--- config.mk ---
export PLATFORM = sky130hd
export DESIGN_NAME = sopc_mem_arbiter
export DESIGN_NICKNAME = d
export VERILOG_FILES = /design/src/rtl/sopc_mem_arbiter_pkg.sv /design/src/rtl/sopc_rr_arbiter.sv /design/src/rtl/sopc_mem_arbiter.sv
export SDC_FILE = /design/constraint.sdc
export NUM_CORES = 1
export LEC_CHECK = 0
export CORE_MARGIN = 1.5
export CORE_UTILIZATION = 35
export CTS_BUF_LIST = sky130_fd_sc_hd__clkbuf_2
export CTS_CLUSTER_SIZE = 16
export DETAILED_ROUTE_END_ITERATION = 8
export PLACE_DENSITY_LB_ADDON = 0.1
export SLEW_MARGIN = 20
export SYNTH_ARGS = -nofsm -noshare
export SYNTH_HDL_FRONTEND = slang
export SYNTH_SLANG_ARGS = --single-unit
--- constraint.sdc ---
create_clock -name clk -period 1.4 [get_ports clk]
set_input_delay 0.28 -clock clk [delete_from_list [all_inputs] [get_ports clk]]
set_output_delay 0.28 -clock clk [all_outputs]
set_load 0.005 [all_outputs]
--- src/rtl/sopc_mem_arbiter_pkg.sv ---
// Shared definitions for the SOPC unified-memory arbiter: FSM states,
// counter width and master-count limits.
package sopc_mem_arbiter_pkg;

   localparam int unsigned MAX_MASTERS = 8;
   localparam int unsigned CNT_W       = 4;

   typedef enum logic [1:0] {
      ST_IDLE   = 2'd0,
      ST_ACCESS = 2'd1,
      ST_RESP   = 2'd2
   } state_t;

   // Index width that stays legal for a single master.
   function automatic int unsigned idx_width(input int unsigned n);
      return (n > 1) ? $clog2(n) : 1;
   endfunction

endpackage

--- src/rtl/sopc_rr_arbiter.sv ---
// Combinational round-robin arbiter: grants the first requester after the
// last-served index, wrapping modulo NUM_M.
module sopc_rr_arbiter
   import sopc_mem_arbiter_pkg::*;
#(
   parameter  int unsigned NUM_M = 2,
   localparam int unsigned IDX_W = idx_width(NUM_M)
) (
   input  logic [NUM_M-1:0] req_i,
   input  logic [IDX_W-1:0] last_i,
   output logic [NUM_M-1:0] grant_o,
   output logic [IDX_W-1:0] idx_o,
   output logic             valid_o
);

   int unsigned pos;

   always_comb begin
      grant_o = '0;
      idx_o   = '0;
      valid_o = 1'b0;
      pos     = 0;
      for (int unsigned k = 1; k <= NUM_M; k++) begin
         pos = 32'(last_i) + k;
         if (pos >= NUM_M) pos = pos - NUM_M;
         if (!valid_o && req_i[pos[IDX_W-1:0]]) begin
            valid_o                 = 1'b1;
            idx_o                   = pos[IDX_W-1:0];
            grant_o[pos[IDX_W-1:0]] = 1'b1;
         end
      end
   end

endmodule

--- src/rtl/sopc_mem_arbiter.sv ---
// Shares one single-port memory among NUM_M masters: round-robin grant,
// programmable wait states, registered read data and one-cycle ack pulse.
module sopc_mem_arbiter
   import sopc_mem_arbiter_pkg::*;
#(
   parameter int unsigned NUM_M       = 2,
   parameter int unsigned ADDR_W      = 32,
   parameter int unsigned DATA_W      = 32,
   parameter int unsigned WAIT_CYCLES = 0
) (
   input  logic                          clk,
   input  logic                          rst,
   input  logic [NUM_M-1:0]              m_req,
   input  logic [NUM_M-1:0]              m_we,
   input  logic [NUM_M*ADDR_W-1:0]       m_addr,
   input  logic [NUM_M*DATA_W-1:0]       m_wdata,
   input  logic [NUM_M*(DATA_W/8)-1:0]   m_sel,
   output logic [DATA_W-1:0]             m_rdata,
   output logic [NUM_M-1:0]              m_ack,
   output logic [NUM_M-1:0]              m_stall,
   output logic                          s_ce,
   output logic                          s_we,
   output logic [ADDR_W-1:0]             s_addr,
   output logic [DATA_W-1:0]             s_wdata,
   output logic [DATA_W/8-1:0]           s_sel,
   input  logic [DATA_W-1:0]             s_rdata
);

   localparam int unsigned SEL_W = DATA_W / 8;
   localparam int unsigned IDX_W = idx_width(NUM_M);

   state_t             state_q, state_d;
   logic [CNT_W-1:0]   cnt_q,   cnt_d;
   logic [IDX_W-1:0]   last_q,  last_d;
   logic [NUM_M-1:0]   gnt_q,   gnt_d;
   logic               we_q,    we_d;
   logic [ADDR_W-1:0]  addr_q,  addr_d;
   logic [DATA_W-1:0]  wdata_q, wdata_d;
   logic [SEL_W-1:0]   sel_q,   sel_d;
   logic [DATA_W-1:0]  rdata_q, rdata_d;
   logic [NUM_M-1:0]   ack_q,   ack_d;

   logic [NUM_M-1:0]   arb_grant;
   logic [IDX_W-1:0]   arb_idx;
   logic               arb_valid;

   sopc_rr_arbiter #(.NUM_M(NUM_M)) u_rr (
      .req_i   (m_req),
      .last_i  (last_q),
      .grant_o (arb_grant),
      .idx_o   (arb_idx),
      .valid_o (arb_valid)
   );

   always_ff @(posedge clk) begin
      if (rst) begin
         state_q <= ST_IDLE;
         cnt_q   <= '0;
         last_q  <= IDX_W'(NUM_M - 1);
         gnt_q   <= '0;
         we_q    <= 1'b0;
         addr_q  <= '0;
         wdata_q <= '0;
         sel_q   <= '0;
         rdata_q <= '0;
         ack_q   <= '0;
      end else begin
         state_q <= state_d;
         cnt_q   <= cnt_d;
         last_q  <= last_d;
         gnt_q   <= gnt_d;
         we_q    <= we_d;
         addr_q  <= addr_d;
         wdata_q <= wdata_d;
         sel_q   <= sel_d;
         rdata_q <= rdata_d;
         ack_q   <= ack_d;
      end
   end

   // Master inputs are only looked at in IDLE; after the grant the latched
   // copies drive the memory, so a master dropping req cannot cancel an access.
   always_comb begin
      state_d = state_q;
      cnt_d   = cnt_q;
      last_d  = last_q;
      gnt_d   = gnt_q;
      we_d    = we_q;
      addr_d  = addr_q;
      wdata_d = wdata_q;
      sel_d   = sel_q;
      rdata_d = rdata_q;
      ack_d   = '0;
      case (state_q)
         ST_IDLE: begin
            if (arb_valid) begin
               gnt_d   = arb_grant;
               last_d  = arb_idx;
               we_d    = m_we[arb_idx];
               addr_d  = m_addr[arb_idx*ADDR_W +: ADDR_W];
               wdata_d = m_wdata[arb_idx*DATA_W +: DATA_W];
               sel_d   = m_sel[arb_idx*SEL_W +: SEL_W];
               cnt_d   = CNT_W'(WAIT_CYCLES);
               state_d = ST_ACCESS;
            end
         end
         ST_ACCESS: begin
            if (cnt_q != '0) begin
               cnt_d = cnt_q - CNT_W'(1);
            end else begin
               if (!we_q) rdata_d = s_rdata;
               ack_d   = gnt_q;
               state_d = ST_RESP;
            end
         end
         ST_RESP: state_d = ST_IDLE;
         default: state_d = ST_IDLE;
      endcase
   end

   assign s_ce    = (state_q == ST_ACCESS);
   assign s_we    = s_ce & we_q;
   assign s_addr  = addr_q;
   assign s_wdata = wdata_q;
   assign s_sel   = sel_q;
   assign m_rdata = rdata_q;
   assign m_ack   = ack_q;
   assign m_stall = m_req & ~ack_q;

endmodule

==> results of run 1 <==
per-stage QoR:
stage | util [%] | worst slack [ns]
final | 68.3 | -0.278
after global routing | 68.3 | -0.385
after CTS | 64.7 | -0.378
after detailed placement | 61.7 | -0.467
after global placement | 61.7 | -0.444
after floorplan | - | -0.0261
kinds of logic (layout without fill, tap and decap cells):
| family | Yosys count | count (layout) | synth area share [%] |
|---|---|---|---|
| simple gates | 59 | 59 | 7.41 |
| fa+ha+maj | 2 | 2 | 0.547 |
| buf+inv | 44 | 378 | 5.47 |
| flops | 112 | 112 | 49.0 |
| mux | 69 | 69 | 15.1 |
| other cells | 0 | 1 | 0 |
| compound gates | 147 | 147 | 22.5 |
metal layers:
metal / vias up / global-route usage (%)
met5: - / 0
li1: 2281 / -
met1: 2175 / 22.7
met2: 177 / 38.7
met3: 19 / 8.32
met4: 0 / 6.56
cells in the final DEF, fill, tap and decap left out, types with 2 or more instances in the layout:
master	instances
buf_16	3
nor3_4	2
buf_2	45
o21ai_4	8
and2_1	3
clkbuf_2	12
mux2i_1	67
nor2_1	2
o21ai_2	24
nand3_1	32
o2bb2ai_2	2
buf_4	54
a21oi_1	21
o2bb2ai_1	67
buf_12	15
or4_4	2
or3b_4	2
nand2_1	2
clkinv_2	2
a21oi_2	15
buf_6	67
inv_2	3
dfxtp_4	4
dfxtp_2	103
clkdlybuf4s50_1	173
dfxtp_1	5
o21ai_0	2
nor3b_4	2
mux2i_2	2
state kept, by name, indices dropped and copies added (netlist names):
signal / flops
s_sel: 4
cnt_q: 4
gnt_q: 2
m_ack: 2
state_q: 2
s_wdata: 32
m_rdata: 32
we_q: 1
s_addr: 32
last_q: 1
cell type report:
type	count	area, um^2	share of cell area (%)
sequential	112	2390	27.6
tap	172	215	2.49
timing repair buffer	358	3520	40.7
antenna	1	2.50	0.0289
inverter	4	15.0	0.173
clock inverter	4	21.3	0.246
multi-input combinational	277	2430	28.1
clock buffer	12	60.1	0.694
power by group through the flow:
| stage | logic, mW | clock network, mW | registers, mW |
|---|---|---|---|
| global placement | 2.00 | 0 | 3.70 |
| detailed placement | 2.03 | 0 | 3.69 |
| CTS | 1.98 | 1.33 | 3.72 |
| floorplan | 0.678 | 0 | 3.71 |
| global route | 2.30 | 1.45 | 3.77 |
| finish | 2.15 | 1.25 | 3.73 |
worst max path at each step:
stage / start / to / cells after the start / slack (ns)
3_5_place_dp: m_req[0] / s_wdata[21] / 6 / -0.47
3_3_place_gp: m_req[1] / s_wdata[28] / 6 / -0.44
6_report: state_q[1] / s_we / 4 / -0.28
4_1_cts: state_q[1] / s_we / 4 / -0.38
2_1_floorplan: cnt_q[1] / cnt_q[1] / 6 / -0.03
5_1_grt: state_q[1] / s_we / 4 / -0.39
repair_timing:
action                     in CTS  in global routing
gates cloned                    4                  1
buffers inserted               15                 27
pin swaps                      23                 13
setup endpoints to repair     214                159
gates resized for setup       628                 60
worst max-delay path, stage by stage (launching register included):
cell and delay, ns:
dfxtp_2 0.39, nand2b_4 0.12, inv_2 0.04, and2_1 0.14, buf_2 0.13
==> results.sh, run 1 <==
export IMPL_final_area_um2=8660
export IMPL_die_h_um=117
export IMPL_cp_max_fo=3
export IMPL_power_leakage_nw=3.47
export IMPL_slew_headroom_pct=72.8
export IMPL_htree_levels=3
export IMPL_p_comb_share_pct=30.2
export IMPL_synth_area_leader_cell="dfxtp_1"
export IMPL_vias=4652
export IMPL_antenna_found_initial=1
export IMPL_clock_sinks=112
export IMPL_via_per_inst=4.95
export IMPL_peakVddDrop_mv=0.622
export IMPL_hp_start="s_rdata[12]"
export IMPL_die_x_um=117
export IMPL_syn2layout_area_growth_pct=89.1
export IMPL_synth_area_leaders="dfxtp_1, mux2i_1, o2bb2ai_1"
export IMPL_seqPwrFrac_pct=52.3
export IMPL_intPower_mw=5.13
export IMPL_ys_warn_count=0
export IMPL_power_total_mw=7.13
export IMPL_dr_pass1_iters=4
export IMPL_cts_root_buf="clkbuf_2"
export IMPL_hpwl_mm=10.8
export IMPL_num_rows=41
export IMPL_grt_max_degree=42
export IMPL_grt_pass1_wl_mm=23.8
export IMPL_ys_ff_latch=112
export IMPL_dp_cells=879
export IMPL_violations="setup timing"
export IMPL_status="complete, but fails checks"
export IMPL_async_reset_ff_share_pct=0
export IMPL_drv_cap=0
export IMPL_postSynthCellCount=433
export IMPL_drv_slew=0
export IMPL_rsz0062_at_grt="yes"
export IMPL_reg2reg_to="cnt_q[1]"
export IMPL_placed_cell_area_um2=7820
export IMPL_io_buffers=279
export IMPL_reg2reg_from="cnt_q[0]"
export IMPL_setup_slack_ns=-0.278
export IMPL_first_iter_violations=185
export IMPL_synth_top_area_share_pct=49.0
export IMPL_path_class="reg2out"
export IMPL_hold_violations=0
export IMPL_avgSynthCellArea_um2=10.6
export IMPL_synth_ff_type="dfxtp_1"
export IMPL_setup_viol=46
export IMPL_ys_types=37
export IMPL_gp_congestion=0.767
export IMPL_min_period_ns=1.68
export IMPL_clkPwrFrac_pct=17.5
export IMPL_drt_wl_total_mm=15.5
export IMPL_yosysMostFrequentCell="dfxtp_1"
export IMPL_fin_worst_skew_ns=0.0177
export IMPL_tightest_slew_ns=0.409
export IMPL_hold_path_cell_count=3
export IMPL_ff2ff_setup_slack_ns=-0.22
export IMPL_fillCellCount=979
export IMPL_worstPathRequired_ns=1.12
export IMPL_dr_max_layer_used="met4"
export IMPL_cts_made_buffers=9
export IMPL_antenna_left=0
export IMPL_hold_slack_ns=0.199
export IMPL_cp_end_kind="output port"
export IMPL_swShare_pct=28.1
export IMPL_yosys_top_cells_count="dfxtp_1, mux2i_1, o2bb2ai_1"
export IMPL_wl_met1_mm=5.94
export IMPL_start_util_pct=36.1
export IMPL_worstSetupStartpointType="flip-flop"
export IMPL_fin_cells=940
export IMPL_dieArea_um2=13800
export IMPL_synth_edf_count=0
export IMPL_ys_seq_area_share_pct=49.0
export IMPL_switchingPower_mw=2.01
export IMPL_finalCritPeriodShare_pct=120
export IMPL_hp_class="in2reg"
export IMPL_synth_area_um2=4580
export IMPL_hold_end="m_rdata[12]"
export IMPL_wl_met2_mm=8.14
export IMPL_synthesis_nets=609
export IMPL_routedWlPerCell_um=16.5
export IMPL_drive_gt1_share_pct=49.4
export IMPL_p_per_area_nw_per_um2=824
export IMPL_cts_hold_buf=0
export IMPL_clk_pin_slew_ns=0.27
export IMPL_track_usage_pct=21.4
export IMPL_tns_ns=-6.64
export IMPL_worst_r2r_path_depth=6
export IMPL_io_pins=280
export IMPL_worstSkewPairLatency_ns=0.59
export IMPL_cp_arrival_ns=1.40
export IMPL_wl_met3_mm=1.15
export IMPL_grt_ovfl_total=0
export IMPL_core_area_um2=12700
export IMPL_drc=0
export IMPL_first_global_vias=4717
export IMPL_cts_tree="yes"
export IMPL_nNetsFinal=938
export IMPL_cts_buffer_depth=2
export IMPL_fmax_mhz=596
No activity file was read; power rests on OpenSTA's default activity.
==> inputs of run 2 (changes only) <==
- CTS_CLUSTER_SIZE: 16 -> 10
==> results of run 2 <==
Same layout as run 1: the final DEF is identical, and so are final timing and power.
